--- config.mk ---
export PLATFORM = sky130hd
export DESIGN_NAME = alu_ctrl_decode_pipe
export DESIGN_NICKNAME = d
export VERILOG_FILES = /design/src/rtl/alu_ctrl_pkg.sv /design/src/rtl/alu_ctrl_decode_pipe_dec.sv /design/src/rtl/alu_ctrl_decode_pipe.sv
export SDC_FILE = /design/constraint.sdc
export NUM_CORES = 1
export LEC_CHECK = 0
export CORE_AREA = 2 2 106 134
export CTS_CLUSTER_DIAMETER = 100
export DETAILED_ROUTE_END_ITERATION = 16
export DIE_AREA = 0 0 108 136
export PLACE_DENSITY_LB_ADDON = 0.05
export SETUP_SLACK_MARGIN = 0.1
export SLEW_MARGIN = 20
export SYNTH_ARGS = -nofsm -noshare
export SYNTH_HDL_FRONTEND = slang
export SYNTH_SLANG_ARGS = --single-unit
--- constraint.sdc ---
create_clock -name clk -period 5.6 [get_ports clk]
set_input_delay 1.12 -clock clk [delete_from_list [all_inputs] [get_ports clk]]
set_output_delay 1.12 -clock clk [all_outputs]
set_load 0.01 [all_outputs]
--- src/rtl/alu_ctrl_pkg.sv ---
// alu_ctrl_pkg: opcodes, ALU op codes, operand selects and bundle sizing for the ALU-control decode stage
package alu_ctrl_pkg;
    localparam logic [6:0] OP_LUI   = 7'b0110111;
    localparam logic [6:0] OP_AUIPC = 7'b0010111;
    localparam logic [6:0] OP_JAL   = 7'b1101111;
    localparam logic [6:0] OP_JALR  = 7'b1100111;
    localparam logic [6:0] OP_IMM   = 7'b0010011;
    localparam logic [6:0] OP_REG   = 7'b0110011;

    localparam logic [4:0] ALU_ADD   = 5'd0;
    localparam logic [4:0] ALU_SUB   = 5'd1;
    localparam logic [4:0] ALU_SLL   = 5'd2;
    localparam logic [4:0] ALU_SLT   = 5'd3;
    localparam logic [4:0] ALU_SLTU  = 5'd4;
    localparam logic [4:0] ALU_XOR   = 5'd5;
    localparam logic [4:0] ALU_SRL   = 5'd6;
    localparam logic [4:0] ALU_SRA   = 5'd7;
    localparam logic [4:0] ALU_OR    = 5'd8;
    localparam logic [4:0] ALU_AND   = 5'd9;
    localparam logic [4:0] ALU_PASSB = 5'd10;
    localparam logic [4:0] ALU_MUL   = 5'd11;

    localparam logic       SRC_A_RS1  = 1'b0;
    localparam logic       SRC_A_PC   = 1'b1;
    localparam logic [1:0] SRC_B_RS2  = 2'd0;
    localparam logic [1:0] SRC_B_IMM  = 2'd1;
    localparam logic [1:0] SRC_B_FOUR = 2'd2;

    // bundle = {alu_op, src_a, src_b, imm, pc, jump, illegal}
    function automatic int bundle_w(int xlen, int op_w);
        return op_w + 2 * xlen + 5;
    endfunction

    // alt selects SUB/SRA in the funct3 slots that share ADD/SRL
    function automatic logic [4:0] f3_op(logic [2:0] f3, logic alt);
        case (f3)
            3'd0:    return alt ? ALU_SUB : ALU_ADD;
            3'd1:    return ALU_SLL;
            3'd2:    return ALU_SLT;
            3'd3:    return ALU_SLTU;
            3'd4:    return ALU_XOR;
            3'd5:    return alt ? ALU_SRA : ALU_SRL;
            3'd6:    return ALU_OR;
            default: return ALU_AND;
        endcase
    endfunction
endpackage

--- src/rtl/alu_ctrl_decode_pipe_dec.sv ---
// alu_ctrl_dec: combinational instruction word to ALU-control fields
module alu_ctrl_dec
    import alu_ctrl_pkg::*;
#(
    parameter int XLEN = 32,
    parameter int OP_W = 5,
    parameter bit EN_M = 1'b0
) (
    input  logic [31:0]     inst,
    output logic [OP_W-1:0] alu_op,
    output logic            src_a,
    output logic [1:0]      src_b,
    output logic [XLEN-1:0] imm,
    output logic            jump,
    output logic            illegal
);
    logic [6:0] opc;
    logic [2:0] f3;
    logic [6:0] f7;
    logic [XLEN-1:0] imm_i, imm_u, imm_j;
    logic [5:0] shamt, sh_hi;
    logic sh_ok;
    logic unused_bits;
    assign opc = inst[6:0];
    assign f3 = inst[14:12];
    assign f7 = inst[31:25];
    assign imm_i = XLEN'($signed(inst[31:20]));
    assign imm_u = XLEN'($signed({inst[31:12], 12'b0}));
    assign imm_j = XLEN'($signed({inst[31], inst[19:12], inst[20], inst[30:21], 1'b0}));
    assign shamt = (XLEN == 64) ? inst[25:20] : {1'b0, inst[24:20]};
    // bits above shamt must be zero apart from bit 30, which is only meaningful for right shifts
    assign sh_hi = (XLEN == 64) ? {1'b0, inst[31], inst[29:26]} : {inst[31], inst[29:25]};
    assign sh_ok = (sh_hi == 6'd0) && (!inst[30] || f3 == 3'd5);
    assign unused_bits = ^inst[11:7];
    always_comb begin
        alu_op = OP_W'(ALU_ADD);
        src_a = SRC_A_RS1;
        src_b = SRC_B_RS2;
        imm = '0;
        jump = 1'b0;
        illegal = 1'b0;
        case (opc)
            OP_LUI: begin
                alu_op = OP_W'(ALU_PASSB);
                src_b = SRC_B_IMM;
                imm = imm_u;
            end
            OP_AUIPC: begin
                src_a = SRC_A_PC;
                src_b = SRC_B_IMM;
                imm = imm_u;
            end
            OP_JAL: begin
                src_a = SRC_A_PC;
                src_b = SRC_B_FOUR;
                imm = imm_j;
                jump = 1'b1;
            end
            OP_JALR: begin
                if (f3 == 3'd0) begin
                    src_a = SRC_A_PC;
                    src_b = SRC_B_FOUR;
                    imm = imm_i;
                    jump = 1'b1;
                end else illegal = 1'b1;
            end
            OP_IMM: begin
                if (f3 == 3'd1 || f3 == 3'd5) begin
                    if (sh_ok) begin
                        alu_op = OP_W'(f3_op(f3, inst[30]));
                        src_b = SRC_B_IMM;
                        imm = XLEN'(shamt);
                    end else illegal = 1'b1;
                end else begin
                    alu_op = OP_W'(f3_op(f3, 1'b0));
                    src_b = SRC_B_IMM;
                    imm = imm_i;
                end
            end
            OP_REG: begin
                if (f7 == 7'b0000000 || (f7 == 7'b0100000 && (f3 == 3'd0 || f3 == 3'd5)))
                    alu_op = OP_W'(f3_op(f3, inst[30]));
                else if (f7 == 7'b0000001 && EN_M)
                    alu_op = OP_W'(ALU_MUL + {2'b0, f3});
                else illegal = 1'b1;
            end
            default: illegal = 1'b1;
        endcase
    end
endmodule

--- src/rtl/alu_ctrl_decode_pipe.sv ---
// alu_ctrl_decode_pipe: registered ALU-control decode with output + skid buffer for full-rate backpressure
module alu_ctrl_decode_pipe
    import alu_ctrl_pkg::*;
#(
    parameter int XLEN = 32,
    parameter int OP_W = 5,
    parameter bit EN_M = 1'b0
) (
    input  logic            clk,
    input  logic            rst,
    input  logic            flush,
    input  logic            in_valid,
    output logic            in_ready,
    input  logic [31:0]     in_inst,
    input  logic [XLEN-1:0] in_pc,
    output logic            out_valid,
    input  logic            out_ready,
    output logic [OP_W-1:0] out_alu_op,
    output logic            out_src_a,
    output logic [1:0]      out_src_b,
    output logic [XLEN-1:0] out_imm,
    output logic [XLEN-1:0] out_pc,
    output logic            out_jump,
    output logic            out_illegal
);
    localparam int DW = bundle_w(XLEN, OP_W);
    logic [OP_W-1:0] d_op;
    logic d_a, d_jump, d_ill;
    logic [1:0] d_b;
    logic [XLEN-1:0] d_imm;
    logic [DW-1:0] dec, out_q, skid_q;
    logic skid_valid, acc;
    alu_ctrl_dec #(.XLEN(XLEN), .OP_W(OP_W), .EN_M(EN_M)) u_dec (
        .inst(in_inst), .alu_op(d_op), .src_a(d_a), .src_b(d_b),
        .imm(d_imm), .jump(d_jump), .illegal(d_ill)
    );
    assign dec = {d_op, d_a, d_b, d_imm, in_pc, d_jump, d_ill};
    assign in_ready = !skid_valid;
    assign acc = in_valid && in_ready;
    assign {out_alu_op, out_src_a, out_src_b, out_imm, out_pc, out_jump, out_illegal} = out_q;
    always_ff @(posedge clk or posedge rst) begin
        if (rst) begin
            out_q <= '0;
            skid_q <= '0;
            out_valid <= 1'b0;
            skid_valid <= 1'b0;
        end else if (flush) begin
            out_valid <= 1'b0;
            skid_valid <= 1'b0;
        end else if (!out_valid || out_ready) begin
            out_q <= skid_valid ? skid_q : acc ? dec : out_q;
            out_valid <= skid_valid || acc;
            skid_valid <= 1'b0;
        end else if (acc) begin
            skid_q <= dec;
            skid_valid <= 1'b1;
        end
    end
endmodule

==> results of run 1 <==
-- registers in the layout, summed over array words and instances, names as in the netlist --
| register | flops |
|---|---|
| skid_q | 73 |
| out_q | 73 |
| skid_valid | 1 |
| out_valid | 1 |
-- per-stage QoR --
| step | total power, mW | hold WS [ns] | cell area [sq um] |
|---|---|---|---|
| 2_1_floorplan | 1.51 | 0.431 | 6610 |
| 3_3_place_gp | 1.73 | 0.444 | 8050 |
| 3_5_place_dp | 1.75 | 0.452 | 8050 |
| 4_1_cts | 2.89 | 0.466 | 8640 |
| 5_1_grt | 3.00 | 0.477 | 8670 |
| 6_report | 2.86 | 0.468 | 8670 |
-- layout by cell type (no fill, tap or decap), types with 12 or more instances in the layout --
cell / Yosys / layout
clkbuf_16: 0 / 17
clkdlybuf4s50_1: 0 / 138
or3_1: 14 / 13
and3_1: 20 / 19
dfrtp_1: 148 / 147
nand2_1: 192 / 192
nor2_1: 33 / 33
o21ai_0: 68 / 68
a21oi_1: 31 / 31
a31oi_1: 12 / 12
mux2i_1: 32 / 32
-- logic make-up after synthesis --
group           count (synthesis)
flops                         148
buf+inv                        57
simple gates                  292
compound gates                168
mux                            33
other cells                     1
xor+xnor                        1
-- cells in the mapped netlist (all sizes together) (2+ instances only) --
cell	number
nand2	192
dfrtp	148
o21ai	79
a21oi	41
clkbuf	41
nor2	33
mux2i	32
and3	20
or3	14
a31oi	12
buf	11
a221o	10
o22ai	9
nand3	8
nor3	6
o31ai	6
inv	5
a21o	3
and2	3
nand2b	3
nor2b	3
nor4	3
nand4	2
o21a	2
-- tightest hold or removal path: stages, from the launching register on --
cell,delay (ns)
dfrtp_1,0.34
nand2_1,0.05
nand2_1,0.05
-- area by class of cell --
class | instances | area (sq um)
Fill cell | 1155 | 4840
Sequential cell | 148 | 3700
Multi-Input combinational cell | 495 | 2670
Timing Repair Buffer | 145 | 1450
Clock buffer | 19 | 443
Tap cell | 175 | 219
Clock inverter | 13 | 149
Inverter | 5 | 26.3
-- per-layer routing --
| layer | vias to the layer above | global-route usage (%) |
|---|---|---|
| li1 | 2620 | - |
| met1 | 2710 | 30.2 |
| met2 | 186 | 40.4 |
| met3 | 9 | 5.51 |
| met4 | 0 | 6.70 |
| met5 | - | 0 |
-- worst max path at each step --
stage	from	to	slack, ns	depth (start not counted)
after floorplan	rst	out_q[0]	0.50	1
after global placement	out_ready	out_q[37]	1.87	6
after detailed placement	out_ready	out_q[35]	1.82	6
after CTS	skid_valid	in_ready	2.21	2
after global routing	skid_valid	in_ready	2.11	2
final	skid_valid	in_ready	2.28	2
-- where the power goes --
part / internal, mW / switching, mW / leakage (nW)
sequential: 1.21 / 0.0765 / 1.90
combinational: 0.227 / 0.215 / 1.66
clock: 0.674 / 0.461 / 0.281
total: 2.11 / 0.753 / 3.85
==> flow_summary.ini, run 1 <==
[outcome]
status = finished clean

[sta]
finalMaxSlewViolations = 0
fin_crit_ns = 3.32
period_share_pct = 59.3
worstMarginPinSlew_ns = 0.842
setup_slack_ns = 2.28
tns_ns = 0
fmax_ghz = 0.301
final_hold_viol_count = 0
relSlewSlack_pct = 43.9
rsz0062_at_grt = false
skew_ns = 0.0106
finalSetupViolCount = 0

[detailed_routing]
dr_wl_met2_mm = 8.60
wl_per_cell_microns = 16.8
num_vias = 5525
drt-total-wl_mm = 16.8
drt_pre_antenna_iters = 4
drc = 0
via_per_inst = 5.53
wl_met1_mm = 7.05
wl_met3_mm = 1.04
drtIter0Drc = 267
ant_nets = 0
top_signal_layer_used = met4

[yosys]
yosys_warnings = 0
synth_top_family_by_area = simple AND/OR/NAND/NOR gates
synth.area.top_cells = dfrtp_1, nand2_1, o21ai_0, mux2i_1, a21oi_1
async_flop_share_pct = 100
synth_mux_area_share_pct = 5.01
synth.avg_cell_area_sq_um = 9.45
synth_compound_area_share_pct = 15.4
synth.yosys.seq_area_share_pct = 56.0
ys_seq_elements = 148
syn_area_sq_um = 6610
yosysUniqueCellTypes = 48
synth_edf_count = 0
synth_top_cell_area_share_pct = 56.0
synth.net_count = 769
synth_fa_ha_area_share_pct = 0
synthCells = 700
synth-xor-area-share_pct = 0.132
synthFlopType = dfrtp_1
synth_top_area_cell = dfrtp_1
yosys.area_share.simple_pct = 19.6

[finish]
fin_util_pct = 64.2
synthToLayoutAreaGrowth_pct = 31.1
finalNetCount = 881
n_antenna_cell = 0
final_layout_size_suffix_gt1_share_pct = 7.64
instances_no_fill = 1000

[critical_path]
reg2reg_depth = 6
rr_endpoint = out_q[39]
cp-start-kind = flip-flop
crit_family = buffers and inverters
path_buf_inv = 2
end_kind = output port
worstPathCellList = inv_1 -> clkdlybuf4s50_1
cp_data_required_time_ns = 4.48
critPathKind = flip-flop to output port
slowest_delay_ns = 0.77
worst_path_max_delay_cell = dfrtp_2
worstPathArrival_ns = 2.20
r2r-start = skid_valid
cp_max_fo = 22
r2r_slack_ns = 2.77

[clock_tree]
insertion_delay_ns = 0.41
cts_tree = built
cts_root_buf = clkbuf_16
htreeDepth = 4
cts_made_buffers = 17
clk_pin_slew_ns = 0.06
postCtsHoldBufs = 0
cts.repair.resized = 0
post_cts_buffers = 0
cts.path.max_buffers = 2
clock-sinks = 148

[floorplanning]
die_w_microns = 108
start_util_pct = 48.9
dieArea_sq_um = 14700
io_pins = 145
core_sq_um = 13500
fp-row-count = 48
die_height_microns = 136

[place]
place_ws_ns = 1.82
gp_congestion = 0.841
dpl.hpwl_mm = 10.7
io_buffers = 138
place_inst = 967

[global_route]
antenna_found_initial = 0
grt_max_degree = 116
grt_overflow = 0
grt_pass1_wl_mm = 27.3
grt_usage_pct = 23.7
grt_pass1_vias = 5434

[hold_path]
hold_class = flip-flop to flip-flop
hp-start = skid_q[38]
hold_end = skid_q[38]
hold_depth = 2

[power]
leakage_nw = 3.85
peakVddDrop_mv = 0.176
pwr_density_cell_nw_per_um2 = 330

[job]
max_cap_violations = 0
No activity file was read; power rests on OpenSTA's default activity.
==> run 2: changes to the inputs <==
clock period = 3.11 ns   (was 5.6 ns; I/O delays follow)
==> flow_summary.ini, run 2 (same netlist as run 1, synthesis figures left out) <==
[floorplanning]
fp-row-count = 48
die_w_microns = 108
start_util_pct = 48.9
die_height_microns = 136
io_pins = 145
dieArea_sq_um = 14700
core_sq_um = 13500

[detailed_routing]
num_vias = 5537
via_per_inst = 5.47
drtIter0Drc = 306
ant_nets = 0
drc = 0
wl_per_cell_microns = 16.5
drt_pre_antenna_iters = 5
drt-total-wl_mm = 16.7

[finish]
final_cell_mix = nand2_1, dfrtp_1, clkdlybuf4s50_1
n_antenna_cell = 0
final_common_cell = nand2_1
final_layout_size_suffix_gt1_share_pct = 8.96
finalNetCount = 893
synthToLayoutAreaGrowth_pct = 33.1
top_regs = out_q: 73 flops, skid_q: 73 flops

[sta]
rsz0062_at_grt = false
tns_ns = 0
skew_ns = 0.00916
fmax_ghz = 0.413
worstMarginPinSlew_ns = 0.863
period_share_pct = 77.8
final_hold_viol_count = 0
finalMaxSlewViolations = 0
fin_crit_ns = 2.42
relSlewSlack_pct = 42.4
finalSetupViolCount = 0

[critical_path]
end_kind = flip-flop
r2r-start = skid_valid
worstPathArrival_ns = 2.76
cp-start-kind = primary input
critPathKind = primary input to flip-flop
cp_max_fo = 9
cp_data_required_time_ns = 3.45
reg2reg_depth = 6
crit_start = in_inst[4]

[place]
dpl.hpwl_mm = 10.7
io_buffers = 138
gp_congestion = 0.838

[clock_tree]
cts_tree = built
clock-sinks = 148
cts.repair.resized = 0
insertion_delay_ns = 0.42
cts_made_buffers = 17
clk_pin_slew_ns = 0.06
cts.path.max_buffers = 2
post_cts_buffers = 0
postCtsHoldBufs = 0
htreeDepth = 4
cts_root_buf = clkbuf_16

[power]
peakVddDrop_mv = 0.368
power_mw = 5.23
leakage_nw = 3.91
pwr_density_cell_nw_per_um2 = 595

[hold_path]
hold_class = flip-flop to flip-flop
hold_depth = 2
hp-start = skid_q[37]

[outcome]
status = finished clean

[global_route]
grt_usage_pct = 24.0
grt_overflow = 0
grt_pass1_vias = 5623
grt_pass1_wl_mm = 27.5
grt_max_degree = 149
antenna_found_initial = 0

[job]
max_cap_violations = 0
## run 2: path summary, 6_finish.rpt
kind	to	slack, ns
setup / recovery	skid_q[47]	0.69
setup reg to reg	skid_q[58]	1.01
hold / removal	skid_q[37]	0.47
hold reg to reg	skid_q[37]	0.47
max in group asynchronous	skid_q[45]	1.65
min in group asynchronous	out_q[55]	0.74
## run 2: worst max-delay path: stages
cell	delay [ns]
clkdlybuf4s50_1	0.55
or4b_4	0.50
nor4_4	0.39
o21a_1	0.38
a21oi_1	0.12
o21ai_1	0.19
## run 2: final cells by class
cell class,count,area (sq um)
clock inverter,14,175
inverter,5,22.5
tap,175,219
fill,1142,4710
clock buffer,18,429
sequential,148,3700
timing repair buffer,157,1570
multi-input combinational,495,2670
## run 2: per-stage QoR
step                      setup slack [ns]  instance area (sq um)  hold WS, ns  std cells  utilization, %
after floorplan                      0.627                   6620        0.431        700               -
after global placement               0.363                   8190        0.445        980            60.6
after detailed placement             0.315                   8190        0.452        980            60.6
after CTS                            0.746                   8800        0.465       1012            65.1
after global routing                 0.645                   8800        0.489       1012            65.1
final                                0.690                   8800        0.467       1012            65.1
## run 2: routing by layer
metal,wire (microns),GRT usage (%)
met5,0,0
met2,8290,39.9
met3,1140,6.33
met4,346,8.90
met1,6900,30.2
## run 2: power breakdown
part           switching (mW)  internal [mW]
logic                   0.392          0.418
registers               0.135           2.18
clock network           0.839           1.27
